`src/rtl/pipe_skid_wb.sv`:
```
// pipe_skid_wb: MEM/WB pipeline register with a two-entry skid buffer.
// Carries one register-file write request (write, addr, data) per entry from
// the memory stage to write-back. Upstream sees a registered in_ready, so the
// write-back stage can stall without a combinational ready path back into MEM.
//
// Ports:
//   clock, reset            clock and synchronous active-high reset
//   flush                   synchronous discard of all held entries
//   in_valid / in_ready     upstream handshake (in_ready is a flop output)
//   write_i, regw_addr_i,
//   regw_data_i             incoming write request
//   out_valid / out_ready   downstream handshake
//   write_o, regw_addr_o,
//   regw_data_o             head write request (write_o gated by out_valid)
//   count                   occupancy, 0..2
//
// state   | meaning
// --------+-------------------------------------------------------------
// S_EMPTY | no entries held; in_ready 1, out_valid 0
// S_ONE   | main slot valid; in_ready 1, out_valid 1
// S_FULL  | main and skid slots valid; in_ready 0, out_valid 1
module pipe_skid_wb #(
   parameter int DATA_W        = 32,
   parameter int ADDR_W        = 5,
   parameter int ZERO_SUPPRESS = 1
) (
   input  logic              clock,
   input  logic              reset,
   input  logic              flush,
   input  logic              in_valid,
   output logic              in_ready,
   input  logic              write_i,
   input  logic [ADDR_W-1:0] regw_addr_i,
   input  logic [DATA_W-1:0] regw_data_i,
   output logic              out_valid,
   input  logic              out_ready,
   output logic              write_o,
   output logic [ADDR_W-1:0] regw_addr_o,
   output logic [DATA_W-1:0] regw_data_o,
   output logic [1:0]        count
);

   typedef enum logic [1:0] {
      S_EMPTY = 2'd0,
      S_ONE   = 2'd1,
      S_FULL  = 2'd2
   } state_t;

   state_t state_q;
   state_t state_d;

   logic              in_ready_q;
   logic              main_write_q;
   logic [ADDR_W-1:0] main_addr_q;
   logic [DATA_W-1:0] main_data_q;
   logic              skid_write_q;
   logic [ADDR_W-1:0] skid_addr_q;
   logic [DATA_W-1:0] skid_data_q;

   logic              accept;
   logic              consume;
   logic              load_main_in;
   logic              load_main_skid;
   logic              load_skid_in;

   // Writes to r0 are architecturally dead, so they travel as bubbles that
   // still occupy a slot and keep the handshake sequence intact.
   logic              suppress;
   logic              in_write;
   logic [DATA_W-1:0] in_data;

   assign suppress = (ZERO_SUPPRESS != 0) && (regw_addr_i == '0);
   assign in_write = suppress ? 1'b0 : write_i;
   assign in_data  = suppress ? '0 : regw_data_i;

   assign out_valid = (state_q != S_EMPTY);
   assign in_ready  = in_ready_q;
   assign accept    = in_valid & in_ready_q;
   assign consume   = out_valid & out_ready;

   always_comb begin
      state_d        = state_q;
      load_main_in   = 1'b0;
      load_main_skid = 1'b0;
      load_skid_in   = 1'b0;
      if (flush) begin
         state_d = S_EMPTY;
      end else begin
         case (state_q)
            S_EMPTY: begin
               if (accept) begin
                  state_d      = S_ONE;
                  load_main_in = 1'b1;
               end
            end
            S_ONE: begin
               if (accept && consume) begin
                  load_main_in = 1'b1;
               end else if (accept) begin
                  state_d      = S_FULL;
                  load_skid_in = 1'b1;
               end else if (consume) begin
                  state_d = S_EMPTY;
               end
            end
            S_FULL: begin
               if (consume) begin
                  state_d        = S_ONE;
                  load_main_skid = 1'b1;
               end
            end
            default: state_d = S_EMPTY;
         endcase
      end
   end

   always_ff @(posedge clock) begin
      if (reset) begin
         state_q      <= S_EMPTY;
         in_ready_q   <= 1'b1;
         main_write_q <= 1'b0;
         main_addr_q  <= '0;
         main_data_q  <= '0;
         skid_write_q <= 1'b0;
         skid_addr_q  <= '0;
         skid_data_q  <= '0;
      end else begin
         state_q    <= state_d;
         // Registered ready: computed from the next state so it tracks
         // FULL exactly one cycle later without looking at out_ready.
         in_ready_q <= (state_d != S_FULL);
         if (load_main_in) begin
            main_write_q <= in_write;
            main_addr_q  <= regw_addr_i;
            main_data_q  <= in_data;
         end else if (load_main_skid) begin
            main_write_q <= skid_write_q;
            main_addr_q  <= skid_addr_q;
            main_data_q  <= skid_data_q;
         end
         if (load_skid_in) begin
            skid_write_q <= in_write;
            skid_addr_q  <= regw_addr_i;
            skid_data_q  <= in_data;
         end
      end
   end

   assign write_o     = out_valid & main_write_q;
   assign regw_addr_o = main_addr_q;
   assign regw_data_o = main_data_q;
   assign count       = state_q;

endmodule

```
`config.mk`:
```
export PLATFORM = sky130hd
export DESIGN_NAME = pipe_skid_wb
export DESIGN_NICKNAME = d
export VERILOG_FILES = /design/src/rtl/pipe_skid_wb.sv
export SDC_FILE = /design/constraint.sdc
export NUM_CORES = 1
export LEC_CHECK = 0
export ABC_AREA = 1
export CAP_MARGIN = 20
export CORE_MARGIN = 2
export CORE_UTILIZATION = 35
export DETAILED_ROUTE_END_ITERATION = 8
export PLACE_DENSITY = 0.69
export SYNTH_ARGS = -nofsm -noshare
export SYNTH_HDL_FRONTEND = slang
export SYNTH_SLANG_ARGS = --single-unit
```
`constraint.sdc`:
```
create_clock -name clock -period 1.55 [get_ports clock]
set_input_delay 0.465 -clock clock [delete_from_list [all_inputs] [get_ports clock]]
set_output_delay 0.465 -clock clock [all_outputs]
set_load 0.05 [all_outputs]
```
==> impl_metrics.csv <==
group,metric,value,unit
synthesis,synth_cell_type_count,21,
placement,place.gp.congestion,0.878,
sta,measured_slew_at_the_worst_slew_check_pin,0.242,ns
cts,tritoncts_num_sinks,79,
sta,finalHoldViolations,0,
global_routing,track_usage,19.6,%
cells_and_area,layout-drive-gt1-share,23.3,%
critical_path,cp_max_fo,5,
cells_and_area,antenna-diode-count,0,
critical_path,path_class,"flop to primary output",
detailed_routing,wire_length_after_detailed_routing,10.7,mm
die,dieArea,0.0107,mm^2
synthesis,syn-num-nets,538,
critical_path,critical_path.startpoint_type,"flop",
sta,rsz0062_at_grt,"yes",
power_and_ir_drop,power.density_cell_area,847,mW/mm^2
die,die_w,103,um
cells_and_area,layout.cells.most_common_list,"sky130_fd_sc_hd__nand2_1 (147), sky130_fd_sc_hd__nand3_1 (76), sky130_fd_sc_hd__dfxtp_1 (76)",
critical_path,timing.rr.start,"count[1]$_SDFF_PP0_",
outcome,failing_checks,"setup timing",
detailed_routing,vias,3789,
critical_path,element_type_at_the_critical_path_end,"primary output",
cts,hold_buffers,0,
cts,clock_latency_late_sink,0.36,ns
detailed_routing,drt.antenna.violating_nets,0,
sta,finalSetupViolCount,1,
placement,place.detailed.instances,711,
sta,slew_headroom,83.7,%
global_routing,antenna_found_initial,0,
die,floorplan.core_area,0.00968,mm^2
cells_and_area,final_common_cell,"sky130_fd_sc_hd__nand2_1",
cells_and_area,number_of_nets_in_the_final_layout,651,
power_and_ir_drop,vdd_drop_max,0.934,mV
placement,post_place_worst_slack,-0.491,ns
synthesis,yosysSeqAreaShare,45.9,%
sta,slew_violations,0,
detailed_routing,routed_wire_length_per_instance,14.3,um
placement,io_buffers,84,
global_routing,grt_pass1_vias,3569,
sta,post-route-period-util,100,%
job,cap_violations,0,
die,initial_core_util,35.6,%
die,io_pins,85,
critical_path,reg2reg_depth,10,
critical_path,startpoint,"count[1]$_SDFF_PP0_",
global_routing,grt_start_max_net_pins,39,
cts,tritoncts,"yes",
detailed_routing,route.detailed.vias_per_inst,5.08,
cts,max-clock-path-buffers,2,
cts,clk_transition_reported_paths,0.09,ns
power_and_ir_drop,leakagePower,2.49,nW
critical_path,cp_data_required_time,1.08,ns
detailed_routing,initialDrtViolationCount,195,
critical_path,critical_path_arrival,1.09,ns
placement,post-dp-hpwl,6.52,mm
worst_hold_path,min_path_type,"input pin to flop",
sta,setup_slack,-0.00385,ns
synthesis,ys_warn_count,0,
detailed_routing,firstDrtPassIters,5,
cts,htree_levels,3,
detailed_routing,post-route-drc-count,0,
critical_path,regToRegSetupSlack,0.05,ns
sta,fin_hold_ws,0.435,ns
sta,timing.fmax,0.644,GHz
die,number_of_placement_rows,36,
critical_path,critical_path.endpoint,"write_o",
synthesis,netlist_instances,495,
synthesis,syn_area_per_cell,6.96,um^2
global_routing,first_pass_grt_wire_length,16.3,mm
cts,clock_tree.root_cell,"sky130_fd_sc_hd__clkbuf_8",
critical_path,reg2reg_to,"skid_data_q[14]$_SDFFE_PP0P_",
cts,number_of_clock_buffers_inserted_by_tritoncts,9,
die,die_h,103,um
sta,finalClockSkew,0.0103,ns
sta,setup_tns,-0.00385,ns
sta,fin_crit,1.55,ns
synthesis,post_synth_instance_area,0.00345,mm^2
outcome,status,"complete, but fails checks",
cells_and_area,instances_no_fill,746,
synthesis,synth-seq-cells,79,
power_and_ir_drop,power_after_layout,0.00485,W
global_routing,gr-total-overflow,0,
cells_and_area,syn2layout_area_growth,66.1,%
-- flip-flops by register name, summed over array words and instances, names as in the netlist --
signal / cells
count: 2
in_ready: 1
main_write_q: 1
regw_addr_o: 5
regw_data_o: 32
skid_addr_q: 5
skid_data_q: 32
skid_write_q: 1
-- power by group --
part	switching, W	internal, W
registers	0.0000912	0.00212
logic	0.000604	0.000609
clock network	0.000822	0.000598
total	0.00152	0.00333
-- cell type report --
cell class                      count  area, um^2
Clock buffer                        9         124
Timing Repair Buffer              146        2020
Tap cell                          133         166
Inverter                           12        52.6
Multi-Input combinational cell    360        1710
Sequential cell                    79        1590
Clock inverter                      7        56.3
Fill cell                         844        3960
-- how the worst min path moves through the flow --
| stage | startpoint | end | slack [ns] | cells past startpoint |
|---|---|---|---|---|
| after floorplan | main_write_q$_SDFFE_PP0P_ | main_write_q$_SDFFE_PP0P_ | 0.46 | 2 |
| after global placement | skid_addr_q[4]$_SDFFE_PP0P_ | skid_addr_q[4]$_SDFFE_PP0P_ | 0.50 | 2 |
| after detailed placement | skid_addr_q[4]$_SDFFE_PP0P_ | skid_addr_q[4]$_SDFFE_PP0P_ | 0.50 | 2 |
| after CTS | reset | regw_data_o[8]$_SDFFE_PP0P_ | 0.42 | 2 |
| after global routing | reset | regw_data_o[23]$_SDFFE_PP0P_ | 0.42 | 2 |
| final | reset | regw_data_o[23]$_SDFFE_PP0P_ | 0.44 | 2 |
-- cell usage after synthesis --
| master | instances | area share, % |
|---|---|---|
| sky130_fd_sc_hd__buf_4 | 1 | 0.22 |
| sky130_fd_sc_hd__nor2_2 | 1 | 0.18 |
| sky130_fd_sc_hd__a21oi_1 | 75 | 11 |
| sky130_fd_sc_hd__o211ai_1 | 1 | 0.22 |
| sky130_fd_sc_hd__clkbuf_1 | 23 | 2.5 |
| sky130_fd_sc_hd__o21ai_0 | 38 | 5.5 |
| sky130_fd_sc_hd__inv_2 | 1 | 0.11 |
| sky130_fd_sc_hd__o21a_1 | 1 | 0.22 |
| sky130_fd_sc_hd__nor3_1 | 2 | 0.29 |
| sky130_fd_sc_hd__nor3_2 | 1 | 0.29 |
| sky130_fd_sc_hd__dfxtp_1 | 79 | 46 |
| sky130_fd_sc_hd__inv_1 | 11 | 1.2 |
| sky130_fd_sc_hd__nand3_1 | 79 | 11 |
| sky130_fd_sc_hd__nand3b_1 | 1 | 0.22 |
| sky130_fd_sc_hd__o21ai_1 | 2 | 0.29 |
| sky130_fd_sc_hd__buf_6 | 1 | 0.33 |
| sky130_fd_sc_hd__nand2_2 | 2 | 0.36 |
| sky130_fd_sc_hd__buf_2 | 17 | 2.5 |
| sky130_fd_sc_hd__buf_1 | 2 | 0.22 |
| sky130_fd_sc_hd__nor2_1 | 6 | 0.65 |
| sky130_fd_sc_hd__nand2_1 | 151 | 16 |
-- per-layer routing --
metal | part of all wire [%] | up-vias | global-route usage [%]
met5 | 0 | - | 0
met4 | 1.3 | 0 | 5.87
met3 | 6.0 | 12 | 5.17
met2 | 51 | 142 | 34.6
met1 | 41 | 1758 | 23.4
li1 | - | 1877 | -
-- repair_timing --
item / in CTS / in global routing
gates resized for setup: 21 / 23
pin swaps: 4 / 8
buffers inserted: 7 / 6
cloned: 2 / 5
endpoints found under the setup margin: 66 / 73
-- kinds of logic after synthesis --
logic type / Yosys count / synth area share, %
flip-flops: 79 / 45.9
AND/OR/NAND/NOR: 243 / 29.9
buffers and inverters: 56 / 7.04
AO/OA/AOI/OAI: 117 / 17.1
-- through the flow --
step / util, % / area, um^2
after floorplan: - / 3470
after detailed placement: 53.4 / 5170
final: 59.1 / 5720
after global placement: 53.4 / 5170
after CTS: 56.9 / 5510
after global routing: 59.1 / 5720
-- worst max-delay path, stage by stage (launching register included) --
cell                      delay, ns
sky130_fd_sc_hd__dfxtp_4       0.38
sky130_fd_sc_hd__o21a_1        0.20
sky130_fd_sc_hd__buf_12        0.15
Power figures use the tool's default switching activity.
